<file path="src/rtl/perf_status_monitor_pkg.sv">
// ---------------------------------------------------------------------------
// perf_status_pkg
// Shared types and helpers for the performance/status monitor.
//   state_t          : monitor FSM state (RUN plus three terminal states)
//   DEF_STAT_REGION  : default address nibble [31:28] that marks a status store
//   DEF_PASS_CODE    : default status word that means "test passed"
//   clog2_min1()     : index width helper that never returns 0
// ---------------------------------------------------------------------------
package perf_status_pkg;

  typedef enum logic [1:0] {
    RUN  = 2'd0,
    PASS = 2'd1,
    FAIL = 2'd2,
    TOUT = 2'd3
  } state_t;

  localparam logic [3:0]  DEF_STAT_REGION = 4'h1;
  localparam logic [31:0] DEF_PASS_CODE   = 32'h0000_0777;

  // A single-entry counter bank would otherwise get a zero-width index.
  function automatic int clog2_min1(input int n);
    int w;
    w = $clog2(n);
    return (w < 1) ? 1 : w;
  endfunction

endpackage

</file>
<file path="src/rtl/perf_status_monitor_cntr.sv">
// ---------------------------------------------------------------------------
// perf_cntr
// One unsigned event counter for the performance monitor.
// Ports:
//   clk     : clock
//   rst_n   : asynchronous active-low reset, clears the count
//   clr     : synchronous clear, wins over inc/freeze
//   freeze  : when high the count holds regardless of inc
//   inc     : count one event this cycle
//   count   : current count value
// Parameters:
//   CNTR_W   : counter width
//   SATURATE : 1 = stick at all-ones, 0 = wrap to zero
// ---------------------------------------------------------------------------
module perf_cntr #(
  parameter int CNTR_W   = 32,
  parameter bit SATURATE = 1'b0
) (
  input  logic              clk,
  input  logic              rst_n,
  input  logic              clr,
  input  logic              freeze,
  input  logic              inc,
  output logic [CNTR_W-1:0] count
);

  // Clear first, then count unless frozen. In saturating mode an all-ones
  // value simply holds; otherwise the natural modulo add wraps it to zero.
  always_ff @(posedge clk or negedge rst_n) begin
    if (!rst_n) begin
      count <= '0;
    end else if (clr) begin
      count <= '0;
    end else if (inc && !freeze) begin
      if (SATURATE && (&count)) begin
        count <= count;
      end else begin
        count <= count + CNTR_W'(1);
      end
    end
  end

endmodule

</file>
<file path="src/rtl/perf_status_monitor.sv">
// ---------------------------------------------------------------------------
// perf_status_monitor
// Synthesizable performance counters plus end-of-test status detector and
// watchdog. Sits beside the CPU, snoops data-bus stores and counts events.
// Ports:
//   clk_i, rst_ni      : clock, asynchronous active-low reset
//   clr_i              : synchronous clear of counters, watchdog and state
//   evt_i[NUM_EVT]     : per-cycle event strobes, evt_i[i-1] feeds counter i
//   st_we_i/addr/data  : snooped data-bus store command
//   rd_en_i, rd_addr_i : counter read request; index 0 is the cycle counter
//   rd_data_o          : read data, one cycle after the request
//   rd_valid_o         : read data valid
//   done_o             : any terminal state reached
//   pass_o / fail_o    : status store matched / did not match PASS_CODE
//   timeout_o          : watchdog expired before a status store
//   code_o             : captured status word (0 on timeout)
// ---------------------------------------------------------------------------
module perf_status_monitor
  import perf_status_pkg::*;
#(
  parameter int          NUM_EVT     = 4,
  parameter int          CNTR_W      = 32,
  parameter bit          SATURATE    = 1'b0,
  parameter logic [3:0]  STAT_REGION = DEF_STAT_REGION,
  parameter logic [31:0] PASS_CODE   = DEF_PASS_CODE,
  parameter int          TIMEOUT     = 1500,
  parameter int          TO_W        = 32
) (
  input  logic                                clk_i,
  input  logic                                rst_ni,
  input  logic                                clr_i,
  input  logic [NUM_EVT-1:0]                  evt_i,
  input  logic                                st_we_i,
  input  logic [31:0]                         st_addr_i,
  input  logic [31:0]                         st_data_i,
  input  logic                                rd_en_i,
  input  logic [clog2_min1(NUM_EVT+1)-1:0]    rd_addr_i,
  output logic [CNTR_W-1:0]                   rd_data_o,
  output logic                                rd_valid_o,
  output logic                                done_o,
  output logic                                pass_o,
  output logic                                fail_o,
  output logic                                timeout_o,
  output logic [31:0]                         code_o
);

  localparam int IDX_W = clog2_min1(NUM_EVT + 1);
  localparam bit WD_EN = (TIMEOUT != 0);
  localparam logic [TO_W-1:0] WD_LAST = WD_EN ? TO_W'(TIMEOUT - 1) : '0;

  state_t            state;
  state_t            next_state;
  logic [31:0]       code_next;
  logic [TO_W-1:0]   wd;
  logic              run;
  logic              hit;
  logic              wd_expire;
  logic [NUM_EVT:0]  inc;
  logic [CNTR_W-1:0] cnt [0:NUM_EVT];
  logic [CNTR_W-1:0] rd_mux;
  logic              unused_addr;

  // Only the region nibble of the store address matters.
  assign unused_addr = ^st_addr_i[27:0];

  assign run       = (state == RUN);
  assign hit       = run && st_we_i && (st_addr_i[31:28] == STAT_REGION);
  assign wd_expire = WD_EN && run && (wd == WD_LAST);

  // Counter 0 counts every cycle; counter i follows evt_i[i-1].
  assign inc = {evt_i, 1'b1};

  // Counters freeze as soon as the FSM leaves RUN, so the transition
  // cycle itself is still counted.
  for (genvar g = 0; g <= NUM_EVT; g++) begin : g_cntr
    perf_cntr #(
      .CNTR_W   (CNTR_W),
      .SATURATE (SATURATE)
    ) u_cntr (
      .clk    (clk_i),
      .rst_n  (rst_ni),
      .clr    (clr_i),
      .freeze (!run),
      .inc    (inc[g]),
      .count  (cnt[g])
    );
  end

  // Watchdog advances only while running and stops at its limit, so it can
  // never wrap even if the FSM were somehow held in RUN.
  always_ff @(posedge clk_i or negedge rst_ni) begin
    if (!rst_ni) begin
      wd <= '0;
    end else if (clr_i) begin
      wd <= '0;
    end else if (WD_EN && run && (wd != WD_LAST)) begin
      wd <= wd + TO_W'(1);
    end
  end

  // FSM state register.
  always_ff @(posedge clk_i or negedge rst_ni) begin
    if (!rst_ni) begin
      state <= RUN;
    end else begin
      state <= next_state;
    end
  end

  // Next state and captured code. clr wins over everything; a status hit
  // wins over a watchdog expiry in the same cycle; terminal states stick.
  always_comb begin
    next_state = state;
    code_next  = code_o;
    if (clr_i) begin
      next_state = RUN;
      code_next  = '0;
    end else if (state == RUN) begin
      if (hit) begin
        next_state = (st_data_i == PASS_CODE) ? PASS : FAIL;
        code_next  = st_data_i;
      end else if (wd_expire) begin
        next_state = TOUT;
        code_next  = '0;
      end
    end
  end

  // Status outputs are registered alongside the state so they always equal
  // a decode of the current state without a combinational path.
  always_ff @(posedge clk_i or negedge rst_ni) begin
    if (!rst_ni) begin
      pass_o    <= 1'b0;
      fail_o    <= 1'b0;
      timeout_o <= 1'b0;
      done_o    <= 1'b0;
      code_o    <= '0;
    end else begin
      pass_o    <= (next_state == PASS);
      fail_o    <= (next_state == FAIL);
      timeout_o <= (next_state == TOUT);
      done_o    <= (next_state != RUN);
      code_o    <= code_next;
    end
  end

  // Read mux; indices beyond the counter bank return zero.
  always_comb begin
    rd_mux = '0;
    for (int i = 0; i <= NUM_EVT; i++) begin
      if (rd_addr_i == IDX_W'(i)) begin
        rd_mux = cnt[i];
      end
    end
  end

  // The read samples the counters before this edge's update, which also
  // makes a read coinciding with clr return the pre-clear value.
  always_ff @(posedge clk_i or negedge rst_ni) begin
    if (!rst_ni) begin
      rd_valid_o <= 1'b0;
      rd_data_o  <= '0;
    end else begin
      rd_valid_o <= rd_en_i;
      if (rd_en_i) begin
        rd_data_o <= rd_mux;
      end
    end
  end

endmodule

</file>
<file path="config.mk">
export PLATFORM = sky130hd
export DESIGN_NAME = perf_status_monitor
export DESIGN_NICKNAME = d
export VERILOG_FILES = /design/src/rtl/perf_status_monitor_pkg.sv /design/src/rtl/perf_status_monitor_cntr.sv /design/src/rtl/perf_status_monitor.sv
export SDC_FILE = /design/constraint.sdc
export NUM_CORES = 1
export LEC_CHECK = 0
export CORE_UTILIZATION = 55
export DETAILED_ROUTE_END_ITERATION = 16
export DONT_BUFFER_PORTS = 1
export PLACE_DENSITY = 0.69
export SYNTH_ARGS = -nofsm -noshare
export SYNTH_HDL_FRONTEND = slang
export SYNTH_SLANG_ARGS = --single-unit
</file>
<file path="constraint.sdc">
create_clock -name clk_i -period 3.5 [get_ports clk_i]
set_input_delay 0.525 -clock clk_i [delete_from_list [all_inputs] [get_ports clk_i]]
set_output_delay 0.525 -clock clk_i [all_outputs]
set_load 0.01 [all_outputs]
</file>
==> impl_results.md <==
* Critical path fanouts, max at 32
* # Max-Cap Violations at 0
* Post-DP HPWL at 20800 um
* # port buffers at 0
* Area grow syn2layout at 9.16%
* Met2 Usage GRT at 39.8%
* Postcts setup bufs at 0
* Initial antenna violation count at 0
* Register area at 6580 um^2
* Largest net degree at the start of global routing at 264
* Post-synthesis simple-gate area fraction at 23.2%
* Num ports at 145
* Vias per cell at 6.08
* Worst-skew pair later-pin latency at 0.55 ns
* Top cells by instance count after synthesis: 263 x dfrtp_1, 229 x nor2_1, 121 x xnor2_1, 74 x nand2_1, 71 x nor4_1
* Fin nets at 1411
* Kind of critical path: reg -> reg
* First-pass GRT wire length at 50200 um
* GRT Total Usage at 25.5%
* Final setup viols at 0
* Status: complete, but fails checks
* Largest family of logic cells by synthesized area: simple AND/OR/NAND/NOR gates
* R2R cell count at 5
* Crit. End Element: flop
* Final setup TNS at 0 ns
* Post-synth top area share at 49.0%
* Largest cells by area after synthesis: dfrtp_1 49%, xnor2_1 7.9%, nor2_1 6.4%
* Fin Hold WS at -0.331 ns
* Number of synthesized flops with an enable pin at 0
* Cts bufs inserted at 28
* Slew margin rel. at 17.5%
* Gr ovfl total at 0
* Seq/Total Area, Yosys at 49.0%
* Multi-input logic area at 6380 um^2
* Antenna diodes at 0
* Synth Instances at 1362
* XOR/XNOR Fraction of Synth Area at 10.2%
* Compound-cell area share of the yosys netlist at 8.47%
* Synthesis Warnings at 0
* GPL Wtd Cong at 0.877
* CTS tree: built
* FMAX at 0.375 GHz
* Worst Setup Start Kind: flop
* Synthesized Nets at 1444
* Die Height at 158 um
* Synth Area in Adders at 0.559%
* Syn Area/Cell at 9.86 um^2
* DR vias at 10100
* Post-Route Skew at 0.0226 ns
* DRC errors left at 0
* RSZ-0062 raised after global routing: no
* Initial Util at 56.7%
* # rows at 56
* DRT Wirelength at 31400 um
* VDD IR max at 349 uV
* H-tree depth at 1
* Worst EP required at 3.94 ns
* Flops & latches, synth at 263
* Clk buf depth at 3
* Power, Total at 6.55 mW
* Post-synthesis mux area share at 4.93%
* Die Wd at 158 um
* Period utilization at 76.3%
* First-pass DRT Iterations at 5
* Routed wire per std cell at 18.8 um
* Failing checks: hold timing
* Die ar. at 25000 um^2
* Met3 Track Usage GR at 4.02%
* Fill cell count at 1922
* Global routing's busiest layer: met2
* Predominant post-synthesis flop cell: dfrtp_1
* Tightest Pin Transition at 1.23 ns
* Root buf cell: clkbuf_16
* PD cells at 447 nW/um^2
* Post-synth ARST share at 100%
* Most frequent cell after synthesis: dfrtp_1
* Reg clk slew, reported paths at 0.06 ns
* Clock sinks at 263
* Core area at 23700 um^2
* CTS Hold Bufs at 1
* Count of different cell masters after synthesis at 55
* Share of cells above drive strength 1 at 7.64%
* DRT iter0 DRCs at 884
* Mapped cell area at 13400 um^2
* Crit path arrival time at 3.11 ns
* DRT antenna net count at 0
* Vias in the first global route at 9481
* Max Slew Vio Count at 0
* Static leakage at 5.77 nW
* Final hold violations at 263
* Min cycle time layout at 2.67 ns
* Synth area leader: dfrtp_1
* Flop2flop setup slack at 0.83 ns
* Min-delay worst type: in -> async
* Post-cts resize count at 0
* GR Layer Usage met1 at 37.3%
==> cells in the final DEF, fill, tap and decap left out, types with 7 or more instances in the layout <==
cell type	synthesis	routed
a21oi_1	41	41
xnor2_1	121	121
o21a_1	9	9
buf_4	0	15
mux2i_1	11	11
a22o_1	32	32
mux4_2	24	24
nand3_1	58	58
nor3_1	49	48
o21ai_0	24	24
and4_1	24	24
a221oi_1	25	25
clkbuf_16	0	28
inv_1	42	42
nand4_1	38	38
nor4_1	71	71
xor2_1	36	36
and3_1	17	17
or3_1	22	22
nand2_1	74	74
a22oi_1	8	8
nor2_1	229	228
and2_1	7	7
o211ai_1	8	8
dfrtp_1	263	263
==> flip-flops by register name, summed over array words and instances, names as in the netlist <==
signal,cells
rd_data_o,32
g_cntr.u_cntr.count,160
code_o,32
timeout_o,1
fail_o,1
done_o,1
rd_valid_o,1
state,2
wd,32
pass_o,1
==> path summary, 6_finish.rpt <==
check                      startpoint                    endpoint
max                             wd[9]                   code_o[6]
min                            rst_ni                  code_o[24]
max reg2reg                     wd[9]                   code_o[6]
min reg2reg                    wd[31]                      wd[31]
max in group asynchronous      rst_ni  g_cntr[1].u_cntr.count[22]
min in group clk_i              clr_i                      wd[12]
==> metrics by stage <==
| stage | hold WS [ns] | utilization (%) | std cells | worst slack [ns] | cell area (um^2) |
|---|---|---|---|---|---|
| floorplan | 0.229 | - | 1362 | 1.12 | 13400 |
| global placement | 0.234 | 57.6 | 1617 | 0.848 | 13600 |
| detailed placement | 0.235 | 57.6 | 1617 | 0.817 | 13600 |
| CTS | -0.345 | 61.9 | 1668 | 0.825 | 14700 |
| global route | -0.349 | 61.9 | 1668 | 0.653 | 14700 |
| finish | -0.331 | 61.9 | 1668 | 0.831 | 14700 |
==> per-layer routing <==
| layer | up-vias | part of all wire, % |
|---|---|---|
| li1 | 4793 | - |
| met1 | 5028 | 46 |
| met2 | 283 | 46 |
| met3 | 39 | 6.8 |
| met4 | 0 | 1.7 |
| met5 | - | 0 |
==> report_power, final <==
group / switching, mW / internal (mW) / leakage, nW
registers: 0.0643 / 3.09 / 3.61
logic: 0.0822 / 0.0792 / 1.68
clock network: 1.23 / 2.00 / 0.476
total: 1.38 / 5.17 / 5.77
==> area by class of cell <==
class | count | area share [%]
Clock buffer | 37 | 5.28
Clock inverter | 13 | 1.63
Inverter | 43 | 1.10
Multi-Input combinational cell | 977 | 43.5
Sequential cell | 263 | 44.9
Tap cell | 319 | 2.72
Timing Repair Buffer | 16 | 0.837
==> cells by family after synthesis <==
kind of cell / Yosys count
adders and majority gates: 6
AOI/OAI and AO/OA: 159
xor gates and xnor gates: 157
and+or+nand+nor: 619
buffers and inverters: 122
muxes: 36
DFF: 263
==> worst max-delay path, cell delays in order (launching register included) <==
cell,delay [ns]
dfrtp_1,0.42
or4_1,0.57
or4_4,0.54
nor4_4,0.44
a211oi_4,0.29
a22o_1,0.30
No activity file was read; power rests on OpenSTA's default activity.
